==> src/rtl/mul_div_unit_pkg.sv <==
// Shared ISA definitions for the multiply/divide unit.
// Holds the SPECIAL-opcode funct codes decoded by mul_div_unit, the shift-core
// mode type and a helper for taking the magnitude of a two's-complement word.
package mul_div_unit_pkg;

    localparam logic [5:0] FUN_MULT  = 6'b011000;
    localparam logic [5:0] FUN_MULTU = 6'b011001;
    localparam logic [5:0] FUN_DIV   = 6'b011010;
    localparam logic [5:0] FUN_DIVU  = 6'b011011;
    localparam logic [5:0] FUN_MTHI  = 6'b010001;
    localparam logic [5:0] FUN_MTLO  = 6'b010011;

    typedef enum logic {
        CoreMul,
        CoreDiv
    } core_mode_e;

    // 32'h80000000 maps to itself, which is the correct unsigned magnitude.
    function automatic logic [31:0] abs32(input logic [31:0] v);
        return v[31] ? (32'd0 - v) : v;
    endfunction

endpackage

==> src/rtl/md_shift_core.sv <==
// 64-bit accumulator / remainder shift register for the multiply/divide unit.
// Multiply: acc starts as {0, multiplier}; each step conditionally adds the
// multiplicand into the upper half and shifts right (shift/add).
// Divide: acc starts as {0, dividend}; each step shifts left and performs a
// restoring trial subtract of the divisor, shifting the quotient bit in at
// the bottom. After 32 steps acc = {remainder, quotient}.
// Ports:
//   clk_i      system clock
//   reset_i    synchronous active-high reset
//   load_i     capture init_i/operand_i/mode_i and clear the upper half
//   step_i     perform one iteration
//   mode_i     CoreMul or CoreDiv
//   init_i     multiplier / dividend magnitude
//   operand_i  multiplicand / divisor magnitude
//   acc_o      current 64-bit accumulator
module md_shift_core
    import mul_div_unit_pkg::*;
(
    input  logic        clk_i,
    input  logic        reset_i,
    input  logic        load_i,
    input  logic        step_i,
    input  core_mode_e  mode_i,
    input  logic [31:0] init_i,
    input  logic [31:0] operand_i,
    output logic [63:0] acc_o
);

    logic [63:0] acc_q, acc_d;
    logic [31:0] operand_q;
    core_mode_e  mode_q;

    logic [32:0] add_sum;
    logic [32:0] shifted_hi;
    logic [32:0] trial;
    logic [63:0] mul_next;
    logic [63:0] div_next;

    always_comb begin
        // Shift/add: the add carry becomes the new MSB after the right shift.
        add_sum  = {1'b0, acc_q[63:32]} + {1'b0, operand_q};
        mul_next = acc_q[0] ? {add_sum, acc_q[31:1]} : {1'b0, acc_q[63:1]};

        // Restoring divide: partial remainder after the left shift needs 33 bits.
        shifted_hi = acc_q[63:31];
        trial      = shifted_hi - {1'b0, operand_q};
        if (shifted_hi >= {1'b0, operand_q}) begin
            div_next = {trial[31:0], acc_q[30:0], 1'b1};
        end else begin
            div_next = {shifted_hi[31:0], acc_q[30:0], 1'b0};
        end

        acc_d = acc_q;
        if (load_i) begin
            acc_d = {32'd0, init_i};
        end else if (step_i) begin
            acc_d = (mode_q == CoreDiv) ? div_next : mul_next;
        end
    end

    always_ff @(posedge clk_i) begin
        if (reset_i) begin
            acc_q     <= 64'd0;
            operand_q <= 32'd0;
            mode_q    <= CoreMul;
        end else begin
            acc_q <= acc_d;
            if (load_i) begin
                operand_q <= operand_i;
                mode_q    <= mode_i;
            end
        end
    end

    assign acc_o = acc_q;

endmodule

==> src/rtl/mul_div_unit.sv <==
// Multi-cycle MIPS multiply/divide unit owning the HI/LO registers.
// FSM: StIdle -> StCalc (32 iterations in md_shift_core) -> StFixup -> StIdle.
// Signed ops iterate on operand magnitudes; StFixup restores signs, handles
// divide-by-zero and writes HI/LO. MTHI/MTLO write directly from StIdle.
// Optional feature: define MULDIV_FAST_MUL_EN to make MULT/MULTU a single-cycle
// multiply performed in StFixup (busy for one cycle); divide is unchanged.
// Ports:
//   clk_i        system clock
//   reset_i      synchronous active-high reset
//   start_i      issue strobe (accepted when idle and cancel_i is low)
//   md_funct_i   funct code (MULT, MULTU, DIV, DIVU, MTHI, MTLO)
//   op_a_i       rs value
//   op_b_i       rt value
//   cancel_i     pipeline flush, aborts an in-flight op
//   busy_o       op in flight
//   hi_o, lo_o   HI/LO registers
module mul_div_unit
    import mul_div_unit_pkg::*;
(
    input  logic        clk_i,
    input  logic        reset_i,
    input  logic        start_i,
    input  logic [5:0]  md_funct_i,
    input  logic [31:0] op_a_i,
    input  logic [31:0] op_b_i,
    input  logic        cancel_i,
    output logic        busy_o,
    output logic [31:0] hi_o,
    output logic [31:0] lo_o
);

    localparam int unsigned ITERS    = 32;
    localparam logic [5:0]  LastIter = 6'(ITERS - 1);

    typedef enum logic [1:0] {
        StIdle,
        StCalc,
        StFixup
    } state_e;

    state_e      state_q, state_d;
    logic [5:0]  cnt_q, cnt_d;
    logic [31:0] hi_q, hi_d;
    logic [31:0] lo_q, lo_d;

    // Op attributes captured at accept.
    logic        is_mul_q;
    logic        div0_q;
    logic        neg_res_q;
    logic        neg_rem_q;
    logic [31:0] op_a_q;
`ifdef MULDIV_FAST_MUL_EN
    logic [31:0] op_b_q;
    logic        signed_q;
`endif

    // Decode.
    logic is_mul, is_div, is_signed, is_mthi, is_mtlo, accept;

    always_comb begin
        is_mul    = (md_funct_i == FUN_MULT) || (md_funct_i == FUN_MULTU);
        is_div    = (md_funct_i == FUN_DIV)  || (md_funct_i == FUN_DIVU);
        is_signed = (md_funct_i == FUN_MULT) || (md_funct_i == FUN_DIV);
        is_mthi   = (md_funct_i == FUN_MTHI);
        is_mtlo   = (md_funct_i == FUN_MTLO);
        accept    = start_i && !cancel_i && (state_q == StIdle);
    end

    // Shift core.
    logic        core_load, core_step;
    core_mode_e  core_mode;
    logic [31:0] core_init, core_operand;
    logic [63:0] acc;

    always_comb begin
        core_mode    = is_div ? CoreDiv : CoreMul;
        core_init    = is_signed ? abs32(op_a_i) : op_a_i;
        core_operand = is_signed ? abs32(op_b_i) : op_b_i;
    end

    md_shift_core u_core (
        .clk_i     (clk_i),
        .reset_i   (reset_i),
        .load_i    (core_load),
        .step_i    (core_step),
        .mode_i    (core_mode),
        .init_i    (core_init),
        .operand_i (core_operand),
        .acc_o     (acc)
    );

    // Sign fixup / special cases, consumed in StFixup.
    logic [63:0] prod;
    logic [31:0] quot_fix, rem_fix;
    logic [31:0] fix_hi, fix_lo;
`ifdef MULDIV_FAST_MUL_EN
    logic [63:0] ext_a, ext_b;
`endif

    always_comb begin
`ifdef MULDIV_FAST_MUL_EN
        ext_a = {{32{signed_q & op_a_q[31]}}, op_a_q};
        ext_b = {{32{signed_q & op_b_q[31]}}, op_b_q};
        prod  = ext_a * ext_b;
`else
        prod  = neg_res_q ? (64'd0 - acc) : acc;
`endif
        quot_fix = neg_res_q ? (32'd0 - acc[31:0])  : acc[31:0];
        rem_fix  = neg_rem_q ? (32'd0 - acc[63:32]) : acc[63:32];

        if (is_mul_q) begin
            fix_hi = prod[63:32];
            fix_lo = prod[31:0];
        end else if (div0_q) begin
            // Divide by zero bypasses sign fixup entirely.
            fix_hi = op_a_q;
            fix_lo = 32'hFFFF_FFFF;
        end else begin
            fix_hi = rem_fix;
            fix_lo = quot_fix;
        end
    end

    // FSM next state, counter and HI/LO.
    always_comb begin
        state_d   = state_q;
        cnt_d     = cnt_q;
        hi_d      = hi_q;
        lo_d      = lo_q;
        core_load = 1'b0;
        core_step = 1'b0;

        unique case (state_q)
            StIdle: begin
                if (accept) begin
                    cnt_d = 6'd0;
                    if (is_mthi) hi_d = op_a_i;
                    if (is_mtlo) lo_d = op_a_i;
                    if (is_div) begin
                        state_d   = StCalc;
                        core_load = 1'b1;
                    end
                    if (is_mul) begin
`ifdef MULDIV_FAST_MUL_EN
                        state_d   = StFixup;
`else
                        state_d   = StCalc;
                        core_load = 1'b1;
`endif
                    end
                end
            end
            StCalc: begin
                core_step = 1'b1;
                if (cnt_q == LastIter) begin
                    state_d = StFixup;
                    cnt_d   = 6'd0;
                end else begin
                    cnt_d = cnt_q + 6'd1;
                end
            end
            StFixup: begin
                state_d = StIdle;
                hi_d    = fix_hi;
                lo_d    = fix_lo;
            end
            default: state_d = StIdle;
        endcase

        // Flush aborts the op and leaves HI/LO at their pre-op values.
        if (cancel_i) begin
            cnt_d = 6'd0;
            if (state_q != StIdle) begin
                state_d   = StIdle;
                core_step = 1'b0;
                hi_d      = hi_q;
                lo_d      = lo_q;
            end
        end
    end

    always_ff @(posedge clk_i) begin
        if (reset_i) begin
            state_q <= StIdle;
            cnt_q   <= 6'd0;
            hi_q    <= 32'd0;
            lo_q    <= 32'd0;
        end else begin
            state_q <= state_d;
            cnt_q   <= cnt_d;
            hi_q    <= hi_d;
            lo_q    <= lo_d;
        end
    end

    always_ff @(posedge clk_i) begin
        if (reset_i) begin
            is_mul_q  <= 1'b0;
            div0_q    <= 1'b0;
            neg_res_q <= 1'b0;
            neg_rem_q <= 1'b0;
            op_a_q    <= 32'd0;
`ifdef MULDIV_FAST_MUL_EN
            op_b_q    <= 32'd0;
            signed_q  <= 1'b0;
`endif
        end else if (accept && (is_mul || is_div)) begin
            is_mul_q  <= is_mul;
            div0_q    <= is_div && (op_b_i == 32'd0);
            neg_res_q <= is_signed && (op_a_i[31] ^ op_b_i[31]);
            neg_rem_q <= is_signed && op_a_i[31];
            op_a_q    <= op_a_i;
`ifdef MULDIV_FAST_MUL_EN
            op_b_q    <= op_b_i;
            signed_q  <= is_signed;
`endif
        end
    end

    assign busy_o = (state_q != StIdle);
    assign hi_o   = hi_q;
    assign lo_o   = lo_q;

endmodule

==> config.mk <==
export PLATFORM = sky130hd
export DESIGN_NAME = mul_div_unit
export DESIGN_NICKNAME = d
export VERILOG_FILES = /design/src/rtl/mul_div_unit_pkg.sv /design/src/rtl/md_shift_core.sv /design/src/rtl/mul_div_unit.sv
export SDC_FILE = /design/constraint.sdc
export NUM_CORES = 1
export LEC_CHECK = 0
export ABC_CLOCK_PERIOD_IN_PS = 8450
export BUFFER_PORTS_ARGS = -buffer_cell sky130_fd_sc_hd__buf_2
export CORE_MARGIN = 10
export CORE_UTILIZATION = 60
export CTS_BUF_LIST = sky130_fd_sc_hd__clkbuf_8 sky130_fd_sc_hd__clkbuf_16
export DETAILED_ROUTE_END_ITERATION = 12
export GPL_ROUTABILITY_DRIVEN = 0
export PLACE_DENSITY_LB_ADDON = 0.25
export SETUP_SLACK_MARGIN = 0.05
export SLEW_MARGIN = 10
export SYNTH_ARGS = -nofsm -noshare
export SYNTH_HDL_FRONTEND = slang
export SYNTH_SLANG_ARGS = --single-unit
==> constraint.sdc <==
create_clock -name clk_i -period 8.45 [get_ports clk_i]
set_clock_uncertainty 0.15 [all_clocks]
set_input_delay 0.845 -clock clk_i [delete_from_list [all_inputs] [get_ports clk_i]]
set_output_delay 0.845 -clock clk_i [all_outputs]
set_load 0.05 [all_outputs]
==> results.txt <==
- Resize count post-CTS: 0
* CTS HTree Levels: 1
- Detailed Place HPWL: 38.7 mm
- The later pin in the worst-skew pair is clocked with a latency of 540 ps.
- Timing would allow up to 235 MHz.
- Area of the multi-input gates: 11,200 um2
* Register-to-register setup slack: 4200 ps
* Fillcell total: 2,352
- The clock passes through at most 3 buffers.
- Count of state elements after synthesis: 205
* Crit path time final: 4250 ps
- Initial antenna violation count: 2
- Proportion of synthesized chip area in sequential cells: 0.253
* Number of enable flip-flop cells after synthesis: 0
* Die Area: 34,000 um2
* Floorplan Core Area: 26,800 um2
- The tool flagged a number of max-cap violations equal to 0.
- Clock root buffer master: clkbuf_16
* Post-CTS Setup Bufs: 0
- Nets in the synthesized netlist: 2,388
- DRT antenna net count: 0
* Maximum fanout count along the critical path: 6
- After synthesis, the share of flip-flops with an asynchronous set or reset is 0.
- Post-detailed-route via-to-cell ratio: 6.71
* First-pass iteration count of the detailed router: 6
- STA classifies the critical path endpoint as a flip-flop.
- Across every metal layer, demand over resource in global routing totals 0.309.
- Clock transition at the registers of the reported paths: 60 ps
* Outcome: complete, no violations
- Summing all flip-flop and latch instances after layout gives 4110 um2.
- Initial DRC Count: 2,206
* Cell area after synthesis: 16,200 um2
* Via count of the first global-routing pass: 16.6k
- On the final layout, the worst hold slack is 295 ps.
* Overall die height: 185 um
- In the routed design, unresolved DRC markers number 0.
- Mapped Cells: 2,243
- In the final routed layout, each cell accounts on average for 21.0 um.
* Clock buffer count from CTS: 25
* TritonCTS clock tree: built
- The routed layout has 17.4k vias.
* Standard-cell rows: 60
- Layout overhead on the synthesized area: 8.49%
* Count of different cell masters after synthesis: 77
* Element type at the critical path start: flip-flop
- The synthesized design spends more area on one cell type than any other, namely dfxtp_1.
- Summed over all cells, the static leakage comes to 6.63 nW.
- RSZ-0062 raised after global routing: false
- Worst rel slew slack: 0.175
- Among all flip-flop cells after synthesis, the most frequent one is dfxtp_1.
- Max VDD drop: 0.144 mV
* CP arrival: 4540 ps
- Wire length of the first global-routing pass: 86.8 mm
- Final period utilization: 0.503
* Maximum number of pins on one net before global-route repair: 87
- Top-level I/O count: 139
- Port buffering added 138 buffers.
- The worst hold path belongs to the class reg -> reg.
* Slew at the pin closest to its max-slew limit: 1240 ps
- Global routing finished with a remaining overflow of 0.
* Net count of the finished layout: 2,383
* Required time of the critical path: 8740 ps
- The clock net in this run drives a total of 205 sinks.
- Dividing total power by cell area gives a power density of 134 nW/um2.
- In the post-synthesis netlist, the biggest area contributors are dfxtp_1, a21oi_1, nand2_1.
* Total count of hold-check failures in the final report: 0
- Most frequent standard cell in the layout excluding fill and tap cells: nand2_1
- Warnings, synthesis: 0
- Hold repair after CTS inserted 0 buffers.
* Average cell area after synthesis: 7.24 um2
- Startpoint-to-endpoint class of the critical path: reg -> reg
- Final Setup Violations: 0
- The die is 185 um wide.
- Share of the synthesized area in the top cell type: 0.253
- Of the cells placed in the final design, the portion with a size suffix greater than 1 is 0.107.
- The initial utilization of the core area, before any placement, comes to 0.606.
- Final total negative setup slack: 0 ps
- Final Max Slew Viols: 0
- Leaving out fill and tap cells, the most frequent cells in the layout are nand2_1, a21oi_1, nor2_1.
* Routed wire length: 54.6 mm
-- worst max-delay path, cell delays in order, from the launching register on --
cell and delay (ps):
dfxtp_1 370, ha_1 270, fa_1 410, a21oi_1 220, o21ai_0 150, a2111oi_0 800
nor2_1 200, a21oi_1 460, o211ai_1 220, or3b_2 490, a41oi_1 190, nor2_1 60
a211oi_1 160
-- power breakdown --
| part | total [mW] | switching, mW | internal, mW |
|---|---|---|---|
| clock network | 1.08 | 0.444 | 0.634 |
| logic | 0.302 | 0.201 | 0.101 |
| registers | 0.983 | 0.0100 | 0.973 |
-- registers in the layout, summed over array words and instances (netlist names) --
name and cells:
cnt_q 6, div0_q 1, hi_o 32, is_mul_q 1, lo_o 32, neg_rem_q 1
neg_res_q 1, op_a_q 32, state_q 2, u_core.acc_o 64, u_core.mode_q 1, u_core.operand_q 32
-- routing by layer --
metal  vias up  routed length (um)  global-route usage
met2      1014               24100               0.482
met3       182                6100              0.0585
li1       8096                   -                   -
met1      8141               22100               0.405
met4         0                2300               0.134
met5         -                   0                   0
-- stage by stage --
stage	utilization	instance area (um2)	total power, mW	setup slack [ps]	instances
floorplan	-	16200	1.20	5050	2243
global placement	0.627	16800	1.29	4370	2552
detailed placement	0.627	16800	1.29	4360	2552
CTS	0.657	17600	2.35	4320	2598
global route	0.657	17600	2.43	3930	2600
finish	0.657	17600	2.36	4200	2600
-- layout make-up --
class,count,area share
tap,341,0.0242
timing repair buffer,156,0.0470
clock inverter,17,0.00774
antenna,2,0.000284
sequential,205,0.233
clock buffer,29,0.0386
multi-input combinational,1787,0.636
inverter,63,0.0134
-- cells by family (layout without fill, tap and decap cells) --
kind of cell,after synthesis,count (layout),share of synthesized area
buffers and inverters,251,265,0.0596
multiplexers,52,52,0.0324
AO/OA/AOI/OAI,744,744,0.292
XOR/XNOR,185,185,0.0998
adder cells (fa/ha/maj),71,71,0.0556
AND/OR/NAND/NOR,735,735,0.208
other,0,2,0
flip-flops,205,205,0.253
-- Yosys cell counts, drive strengths merged (19+ instances only) --
cell type and instances:
a211oi 111, xor2 79, nor2b 19, or3 26, nand3 43, nor3 70, o21ai 161, dfxtp 205
a21o 21, ha 69, clkbuf 171, o221ai 36, nor2 205, a31oi 26, mux2i 48, xnor2 106
o31ai 34, a21oi 227, nand2 264, inv 61
-- path summary, 6_finish.rpt --
check             depth (start not counted)                to              from
hold reg to reg                           2          lo_o[28]          lo_o[28]
setup reg to reg                         12  u_core.acc_o[55]  u_core.acc_o[32]
setup / recovery                         12  u_core.acc_o[55]  u_core.acc_o[32]
hold / removal                            2          lo_o[28]          lo_o[28]
No activity file was read; power rests on OpenSTA's default activity.
